$ cat config.mk
export PLATFORM = sky130hd
export DESIGN_NAME = rvfi_commit_packer
export DESIGN_NICKNAME = d
export VERILOG_FILES = /design/src/rtl/rvfi_pkg.sv /design/src/rtl/rvfi_mem_scoreboard.sv /design/src/rtl/rvfi_commit_packer.sv
export SDC_FILE = /design/constraint.sdc
export NUM_CORES = 2
export LEC_CHECK = 0
export ABC_AREA = 1
export CAP_MARGIN = 10
export CORE_ASPECT_RATIO = 0.7
export CORE_UTILIZATION = 23
export DETAILED_ROUTE_END_ITERATION = 8
export GPL_TIMING_DRIVEN = 0
export SETUP_SLACK_MARGIN = 0.02
export SKIP_LAST_GASP = 1
export SYNTH_ARGS = -nofsm -noshare
export SYNTH_HDL_FRONTEND = slang
export SYNTH_SLANG_ARGS = --single-unit
$ cat constraint.sdc
create_clock -name clk_i -period 94.9 [get_ports clk_i]
set_input_delay 18.98 -clock clk_i [delete_from_list [all_inputs] [get_ports clk_i]]
set_output_delay 18.98 -clock clk_i [all_outputs]
set_load 0.01 [all_outputs]
$ cat src/rtl/rvfi_pkg.sv
// RVFI record types shared by the commit packer and downstream trace/formal consumers.
// Includes the LSU side-record held until retirement and the FP-destination decode helper.
package rvfi_pkg;

  localparam int XLEN = 64;
  localparam int VLEN = 39;

  typedef struct packed {
    logic              valid;
    logic [63:0]       order;
    logic [31:0]       insn;
    logic              trap;
    logic [XLEN-1:0]   cause;
    logic [1:0]        mode;
    logic [4:0]        rd_addr;
    logic [XLEN-1:0]   rd_wdata;
    logic [XLEN-1:0]   pc_rdata;
    logic [XLEN-1:0]   mem_addr;
    logic [XLEN/8-1:0] mem_rmask;
    logic [XLEN/8-1:0] mem_wmask;
    logic [XLEN-1:0]   mem_wdata;
  } rvfi_instr_t;

  typedef struct packed {
    logic [XLEN-1:0]   addr;
    logic [XLEN-1:0]   wdata;
    logic [XLEN/8-1:0] wmask;
    logic [XLEN/8-1:0] rmask;
  } rvfi_mem_rec_t;

  // True when the instruction writes an FP register, so rd=0 names f0 rather than x0.
  function automatic logic is_fp_dest(input logic [31:0] insn);
    logic r_fp;
    r_fp = 1'b0;
    if (insn[1:0] != 2'b11) begin
      r_fp = (insn[0] == 1'b0) && (insn[15:13] == 3'b001);
    end else begin
      case (insn[6:0])
        7'b0000111, 7'b1000011, 7'b1000111, 7'b1001011, 7'b1001111: r_fp = 1'b1;
        7'b1010011: r_fp = !(insn[31:27] inside {5'b10100, 5'b11000, 5'b11100});
        default:    r_fp = 1'b0;
      endcase
    end
    return r_fp;
  endfunction

endpackage

$ cat src/rtl/rvfi_mem_scoreboard.sv
// Per-trans_id holding store for LSU access info; multi-port read-and-clear with same-cycle bypass.
// Flush invalidates every entry and discards the LSU write of that cycle.
module rvfi_mem_scoreboard
  import rvfi_pkg::*;
#(
  parameter int NR_PORTS   = 2,
  parameter int NR_ENTRIES = 8,
  parameter int ID_BITS    = 3
) (
  input  logic                          i_clk,
  input  logic                          i_rst,
  input  logic                          i_flush,
  input  logic                          i_wr_vld,
  input  logic [ID_BITS-1:0]            i_wr_id,
  input  rvfi_mem_rec_t                 i_wr_rec,
  input  logic [NR_PORTS-1:0]           i_rd_en,
  input  logic [NR_PORTS*ID_BITS-1:0]   i_rd_id,
  output rvfi_mem_rec_t [NR_PORTS-1:0]  o_rd_rec
);

  logic [NR_ENTRIES-1:0] r_vld;
  rvfi_mem_rec_t         r_mem [NR_ENTRIES];
  logic [NR_ENTRIES-1:0] w_clr;
  logic                  w_bypass;

  always_comb begin
    w_clr    = '0;
    w_bypass = 1'b0;
    for (int p = 0; p < NR_PORTS; p++) begin
      o_rd_rec[p] = '0;
      if (i_rd_en[p]) begin
        w_clr[i_rd_id[p*ID_BITS +: ID_BITS]] = 1'b1;
        if (i_wr_vld && (i_wr_id == i_rd_id[p*ID_BITS +: ID_BITS])) begin
          o_rd_rec[p] = i_wr_rec;
          w_bypass    = 1'b1;
        end else if (r_vld[i_rd_id[p*ID_BITS +: ID_BITS]]) begin
          o_rd_rec[p] = r_mem[i_rd_id[p*ID_BITS +: ID_BITS]];
        end
      end
    end
  end

  always_ff @(posedge i_clk or posedge i_rst) begin
    if (i_rst) begin
      r_vld <= '0;
    end else if (i_flush) begin
      r_vld <= '0;
    end else begin
      r_vld <= r_vld & ~w_clr;
      if (i_wr_vld && !w_bypass) r_vld[i_wr_id] <= 1'b1;
    end
  end

  // Payload needs no reset: it is only observed through r_vld.
  always_ff @(posedge i_clk) begin
    if (i_wr_vld && !w_bypass && !i_flush) r_mem[i_wr_id] <= i_wr_rec;
  end

endmodule

$ cat src/rtl/rvfi_commit_packer.sv
// Builds one registered RVFI record per commit port (1 cycle latency), merging held LSU info.
// No backpressure: every commit sampled in cycle N is presented in cycle N+1 for one cycle.
module rvfi_commit_packer
  import rvfi_pkg::*;
#(
  parameter int NR_COMMIT_PORTS = 2,
  parameter int NR_SB_ENTRIES   = 8,
  localparam int TRANS_ID_BITS  = $clog2(NR_SB_ENTRIES)
) (
  input  logic                                     clk_i,
  input  logic                                     rst_i,
  input  logic                                     flush_i,
  input  logic                                     lsu_valid_i,
  input  logic [TRANS_ID_BITS-1:0]                 lsu_trans_id_i,
  input  logic [XLEN-1:0]                          lsu_addr_i,
  input  logic [XLEN-1:0]                          lsu_wdata_i,
  input  logic [XLEN/8-1:0]                        lsu_wmask_i,
  input  logic [XLEN/8-1:0]                        lsu_rmask_i,
  input  logic [NR_COMMIT_PORTS-1:0]               commit_valid_i,
  input  logic [NR_COMMIT_PORTS-1:0]               commit_ex_i,
  input  logic [NR_COMMIT_PORTS*XLEN-1:0]          commit_cause_i,
  input  logic [NR_COMMIT_PORTS*TRANS_ID_BITS-1:0] commit_trans_id_i,
  input  logic [NR_COMMIT_PORTS*VLEN-1:0]          commit_pc_i,
  input  logic [NR_COMMIT_PORTS*32-1:0]            commit_insn_i,
  input  logic [NR_COMMIT_PORTS*5-1:0]             commit_rd_i,
  input  logic [NR_COMMIT_PORTS*XLEN-1:0]          commit_rd_wdata_i,
  input  logic [1:0]                               priv_lvl_i,
  output rvfi_instr_t [NR_COMMIT_PORTS-1:0]        rvfi_o
);

  logic [NR_COMMIT_PORTS-1:0]           w_lookup;
  rvfi_mem_rec_t                        w_lsu_rec;
  rvfi_mem_rec_t [NR_COMMIT_PORTS-1:0]  w_mem;
  rvfi_instr_t [NR_COMMIT_PORTS-1:0]    w_rec;
  rvfi_instr_t [NR_COMMIT_PORTS-1:0]    r_rvfi;
  logic [63:0]                          r_order;
  logic [63:0]                          w_retired;
  logic                                 w_dup_id;

  assign w_lookup  = commit_valid_i | commit_ex_i;
  assign w_lsu_rec = '{addr: lsu_addr_i, wdata: lsu_wdata_i, wmask: lsu_wmask_i, rmask: lsu_rmask_i};

  rvfi_mem_scoreboard #(
    .NR_PORTS  (NR_COMMIT_PORTS),
    .NR_ENTRIES(NR_SB_ENTRIES),
    .ID_BITS   (TRANS_ID_BITS)
  ) u_sb (
    .i_clk   (clk_i),
    .i_rst   (rst_i),
    .i_flush (flush_i),
    .i_wr_vld(lsu_valid_i),
    .i_wr_id (lsu_trans_id_i),
    .i_wr_rec(w_lsu_rec),
    .i_rd_en (w_lookup),
    .i_rd_id (commit_trans_id_i),
    .o_rd_rec(w_mem)
  );

  // Order is a prefix sum over older ports; trapping ports neither consume nor carry an order.
  always_comb begin
    w_retired = '0;
    for (int p = 0; p < NR_COMMIT_PORTS; p++) begin
      w_rec[p] = '0;
      if (w_lookup[p]) begin
        w_rec[p].insn     = commit_insn_i[p*32 +: 32];
        w_rec[p].pc_rdata = {{(XLEN-VLEN){commit_pc_i[p*VLEN+VLEN-1]}}, commit_pc_i[p*VLEN +: VLEN]};
        w_rec[p].mode     = priv_lvl_i;
      end
      if (commit_ex_i[p]) begin
        w_rec[p].trap  = 1'b1;
        w_rec[p].cause = commit_cause_i[p*XLEN +: XLEN];
      end else if (commit_valid_i[p]) begin
        w_rec[p].valid     = 1'b1;
        w_rec[p].order     = r_order + w_retired;
        w_rec[p].rd_addr   = commit_rd_i[p*5 +: 5];
        w_rec[p].rd_wdata  = (commit_rd_i[p*5 +: 5] == 5'd0 && !is_fp_dest(commit_insn_i[p*32 +: 32]))
                             ? '0 : commit_rd_wdata_i[p*XLEN +: XLEN];
        w_rec[p].mem_addr  = w_mem[p].addr;
        w_rec[p].mem_wdata = w_mem[p].wdata;
        w_rec[p].mem_wmask = w_mem[p].wmask;
        w_rec[p].mem_rmask = w_mem[p].rmask;
        w_retired          = w_retired + 64'd1;
      end
    end
  end

  always_ff @(posedge clk_i or posedge rst_i) begin
    if (rst_i) begin
      r_rvfi  <= '0;
      r_order <= '0;
    end else begin
      r_rvfi  <= w_rec;
      r_order <= r_order + w_retired;
    end
  end

  assign rvfi_o = r_rvfi;

  always_comb begin
    w_dup_id = 1'b0;
    for (int a = 0; a < NR_COMMIT_PORTS; a++) begin
      for (int b = a + 1; b < NR_COMMIT_PORTS; b++) begin
        if (w_lookup[a] && w_lookup[b] &&
            commit_trans_id_i[a*TRANS_ID_BITS +: TRANS_ID_BITS] ==
            commit_trans_id_i[b*TRANS_ID_BITS +: TRANS_ID_BITS]) w_dup_id = 1'b1;
      end
    end
  end

  a_unique_trans_id: assert property (@(posedge clk_i) disable iff (rst_i) !w_dup_id)
    else $error("two commit ports share a trans_id");

endmodule
After elaboration in Yosys (flattened, before gate mapping)
Memory sizes are Yosys's and may differ from the RTL's. Cells that the tools add are included.

Register bits after elaboration: 954. Memory bits (writable): 1152. Input port bits: 571. Output and inout port bits: 882. Logic and storage cells: 152. Memories: 1.

$add $sub $neg: 3. Order comparisons: 6. Eq/ne operators: 24. Mux-type cells: 60. Bitwise gates (word level): 7. Reductions and logical operators: 23.

Memory list: u_sb.r_mem (depth 8, width 144, rd ports 2, clocked after Yosys merged registers in 0, write ports 1, line rvfi_mem_scoreboard.sv:22) `rvfi_mem_rec_t r_mem [NR_ENTRIES];`.

Operator list (number): 144-bit 2-to-1 mux (10); 65-bit 2-to-1 mux (6); 64-bit 2-to-1 mux (6); 69-bit 2-to-1 mux (4); 64-bit adder (2); 7-bit == test, second input constant (10); 64-bit by 1-bit adder with 64-bit output, second input constant (1); 32-bit 2-to-1 mux (2); 8-bit 2-to-1 mux (4); 5-bit == test, second input constant (6); 1-bit 2-to-1 mux (19); 8-bit OR (2); 7-bit by 3-bit == test with 1-bit output, second input constant (2); 3-bit by 4-bit < comparator with 1-bit output, second input constant (3); 1-bit logical AND (11); 5-bit logical NOT (2); 5-bit OR reduction (2); 1-bit demux with 3-bit select (3); 3-bit by 1-bit >= comparator with 1-bit output, second input constant (3); 8-bit bitwise AND (1); 8-bit inverter (1); 1-bit binary-select mux with 3-bit select (2); 3-bit by 1-bit == test with 1-bit output, second input constant (2); 3-bit == test (2); 7 further kinds (17).

Logic depth before layout (Yosys ltp)
Word-level depth: 12. Depth in mapped cells: 18. Depth with buffers taken out: 15.

Hierarchy
A second synthesis with hierarchy kept.

Cell total of the unflattened synthesis: 10493. Area, all modules: 94046.4 um2.

Modules (own cells, without submodules): rvfi_mem_scoreboard (times used 1, cells an instance 7104, area each 60963.5 um2, seq. area each 34793.4 um2); rvfi_commit_packer (times used 1, cells an instance 3389, area each 33083.0 um2, seq. area each 22421.5 um2).

Worst setup path before layout
OpenSTA, ideal clock, no wires.

Path kind: input to register. Start point: input commit_ex_i[0]. End point: memory u_sb.r_mem[0][0] (netlist name), enable pin. Arrival: 22.557 ns. Slack: 71.847 ns. Cell stages on the path: 6. Path buffers: 1. Cell sequence: clkbuf_1 nor2_1 inv_1 nand3_1 nand4_1 inv_1.

Word-level cells in the longest chain between the ends: 9.

RTL lines: start: declaration (line rvfi_commit_packer.sv:20) `input logic [NR_COMMIT_PORTS-1:0] commit_ex_i,`; 2-bit OR * (line rvfi_commit_packer.sv:40) `assign w_lookup = commit_valid_i | commit_ex_i;`; 1-bit 2-to-1 mux * (line rvfi_mem_scoreboard.sv:31) `if (i_rd_en[p]) begin`; 1-bit 2-to-1 mux (line rvfi_mem_scoreboard.sv:33) `if (i_wr_vld && (i_wr_id == i_rd_id[p*ID_BITS +: ID_BITS])) begin`; 1-bit 2-to-1 mux * (line rvfi_mem_scoreboard.sv:31); 1-bit logical NOT * (line rvfi_mem_scoreboard.sv:56) `if (i_wr_vld && !w_bypass && !i_flush) r_mem[i_wr_id] <= i_wr_rec;`; 1-bit logical AND * (2 in a row) (line rvfi_mem_scoreboard.sv:56); 1-bit 2-to-1 mux * (line rvfi_mem_scoreboard.sv:56); 1-bit 2-to-1 mux (implied by the code) * (line rvfi_mem_scoreboard.sv:56); end: declaration (line rvfi_mem_scoreboard.sv:22).

Mark *: on every way between the ends. The rest lies on a longest branch, timed or not.

Worst setup path in the final report
Start point: input commit_ex_i[0]. End point: register r_order[48].

Word-level cells in the longest chain between the ends: 5.

RTL lines: 1-bit 2-to-1 mux * (line rvfi_commit_packer.sv:69) `if (commit_ex_i[p]) begin`; 64-bit by 1-bit adder with 64-bit output (line rvfi_commit_packer.sv:82) `w_retired = w_retired + 64'd1;`; 64-bit 2-to-1 mux (line rvfi_commit_packer.sv:72) `end else if (commit_valid_i[p]) begin`; 64-bit 2-to-1 mux * (line rvfi_commit_packer.sv:69); 64-bit adder * (line rvfi_commit_packer.sv:93) `r_order <= r_order + w_retired;`; end signal: assignment (line rvfi_commit_packer.sv:93); end: declaration (line rvfi_commit_packer.sv:36) `logic [63:0] r_order;`.

Marks and branches as above.

==> impl_metrics.json <==
{
  "worst_ir_drop_vdd_mv": 0.0175,
  "worst-path-max-fanout": 12,
  "postRouteAntennaNets": 0,
  "wl_per_cell_um": 33.1,
  "synth_edf_count": 1152,
  "cts_root_buffer": "clkbuf_16",
  "yosys.area.top_type": "edfxtp_1",
  "crit_family": "buffers and inverters",
  "crit_path_end_kind": "register",
  "reg2reg_depth": 10,
  "required_ps": 95740,
  "fin_setup_tns_ps": 0,
  "synth.net_count": 10300,
  "yosysWarnings": 0,
  "rows": 193,
  "synth_compound_area_frac": 0.102,
  "synthAdderAreaFrac": 0.000898,
  "final_cell_mix": "2449 x nand2_1, 1453 x inv_1, 1450 x clkdlybuf4s50_1, 1152 x edfxtp_1, 904 x dfrtp_1",
  "portBuffers": 1450,
  "drc_errors": 0,
  "start_kind": "input port",
  "grt_overflow": 0,
  "min_path_cells": 1,
  "yosysSeqAreaShare": 0.622,
  "clock_path_buffers": 4,
  "drv_cap": 0,
  "power.leakage_nw": 51.6,
  "synth_simple_gate_area_frac": 0.176,
  "yosys.cell_types.count": 39,
  "die_width_um": 758,
  "synth.area.top_cells": "edfxtp_1 38%, dfrtp_1 25%, nand2_1 10%",
  "grt_usage": 0.267,
  "synth-xor-area-share": 0.00572,
  "synth_flop_cell": "edfxtp_1",
  "antenna_found_initial": 191,
  "cts_max_level": 4,
  "finalHoldViolCount": 0,
  "synthDominantCellAreaShare": 0.376,
  "crit_type": "input port to register",
  "holdBufCountCts": 0,
  "gp_congestion": 1.04,
  "finalSetupViolCount": 0,
  "num_vias": 82700,
  "rsz0062_at_grt": "no",
  "ys_ff_latch": 2056,
  "whs_ps": 479,
  "die_y_um": 531,
  "final_max_slew_viol_count": 0,
  "numCtsBuffers": 221,
  "coreArea_mm2": 0.396,
  "fmax_mhz": 42.7,
  "period_needed_ps": 23420,
  "synth_top_family_by_area": "simple AND/OR/NAND/NOR gates",
  "dp_hpwl_mm": 439,
  "cp.buffers_inverters": 7,
  "min-delay-path-class": "register to register",
  "max_stage_delay_ps": 700,
  "drtPass1Iterations": 7,
  "powerDensity_mw_per_mm2": 18.2,
  "avgSynthCellArea_um2": 9.42,
  "nets": 12000,
  "insertion_delay_ps": 980,
  "cp.depth": 19,
  "grt_start_max_net_pins": 125,
  "ys_async_sr_fraction": 0.440,
  "fin_skew_ps": 131,
  "cts_sinks": 2056,
  "min_period_over_period": 0.247,
  "status": "finished clean",
  "vias_per_cell": 4.86,
  "crit_chain": "clkdlybuf4s50_1 > clkbuf_2 > buf_16 > nor2_1 > buf_2 > buf_1 > ha_1 > nand2_1 > o21ai_0 > ha_1 > inv_1 > fa_1 > inv_1 > nand2_1 > nor2_1 > nand3_1 > nor2_1 > nand2_1 > xor2_1",
  "ctsResizeCount": 0,
  "start_util": 0.232,
  "worstMarginPinSlew_ps": 1350,
  "clkTransAtPathRegs_ps": 70,
  "muxShareOfSynthArea": 0,
  "wl_mm": 563,
  "cp_slowest_cell": "buf_1",
  "final_common_cell": "nand2_1",
  "drt_iter0_drc": 12400,
  "grt_pass1_wl_mm": 717,
  "pin_count": 1453,
  "layout-drive-gt1-share": 0.0742,
  "cts_tree": "done",
  "first_global_vias": 74000,
  "cts_setup_buffers": 0,
  "area_growth_pct": 32.3,
  "slew_headroom": 0.0955,
  "arrival_ps": 24260,
  "die-area_mm2": 0.402,
  "synth_cells": 9756,
  "netlist_area_mm2": 0.0919
}
[layout make-up]
type | instances | area [um2]
well taps | 5265 | 6590
clock inverters | 118 | 1230
repair buffers | 1475 | 15100
clock buffers | 295 | 6310
plain buffers | 640 | 3030
fillers | 41100 | 275000
flip-flops and latches | 2056 | 57200
multi-input cells | 5591 | 26200
inverters | 1469 | 5580
diodes | 120 | 300
[final timing paths]
kind / from / endpoint / slack [ps]
max reg2reg: u_sb.r_vld[7] / rvfi_o[573] / 91260
max: commit_ex_i[0] / r_order[48] / 71480
max in group asynchronous: rst_i / rvfi_o[760] / 74000
min: r_order[63] / r_order[63] / 480
min in group asynchronous: rst_i / rvfi_o[215] / 18620
min reg2reg: r_order[63] / r_order[63] / 480
[synthesized netlist by cell type, types with 5 or more instances]
cell and number:
xor2_1 56, buf_4 66, dfrtp_1 904, o21ai_1 26, o211ai_1 586, buf_1 41
inv_1 1462, nor2_1 693, nand4_1 116, nor2_2 7, o2111ai_1 6, or2_2 94
ha_1 5, nand3_1 578, a21oi_1 578, nand2_1 2449, buf_2 279, o21ai_0 350
edfxtp_1 1152, inv_2 7, clkbuf_1 251, nor3_1 14
[power breakdown]
part	internal (mW)	switching (mW)	total (mW)	leakage, nW
Clock	0.512	0.413	0.925	3.68
Combinational	0.0906	0.209	0.300	25.7
Sequential	0.973	0.0128	0.986	22.3
[worst register-to-register path, cell delays in order, from the launching register on]
cell	delay [ps]
dfrtp_1	330
inv_1	100
nand2_1	90
o211ai_1	90
nand2_1	60
inv_1	40
nand2_2	680
buf_2	690
buf_2	410
nand3_1	230
a21oi_1	690
[metrics by stage]
step / util / instance area [um2] / power (mW) / std cells / worst slack (ps)
after global placement: 0.285 / 113000 / 1.29 / 16500 / 36950
after CTS: 0.306 / 121000 / 2.21 / 16900 / 71520
after detailed placement: 0.287 / 114000 / 1.29 / 16500 / 70500
after floorplan: - / 91900 / 1.11 / 9756 / 50510
final: 0.307 / 122000 / 2.21 / 17000 / 71480
after global routing: 0.306 / 121000 / 2.27 / 17000 / 71230
[flip-flops by register name, summed over array words and instances (netlist names)]
signal      flops
rvfi_o        832
r_order        64
u_sb.r_vld      8
u_sb.r_mem   1152
[cell families after synthesis]
group | count (synthesis)
AO/OA/AOI/OAI | 1563
XOR/XNOR | 60
adder cells (fa/ha/maj) | 6
buffers and inverters | 2109
flip-flops | 2056
AND/OR/NAND/NOR | 3962
[per-layer routing]
metal  GRT usage  wire (um)
met4       0.194      48200
met5     0.00926        716
met3       0.109      76400
met1       0.330     210000
met2       0.374     228000
Note: power is estimated with default switching activity, not from simulation.
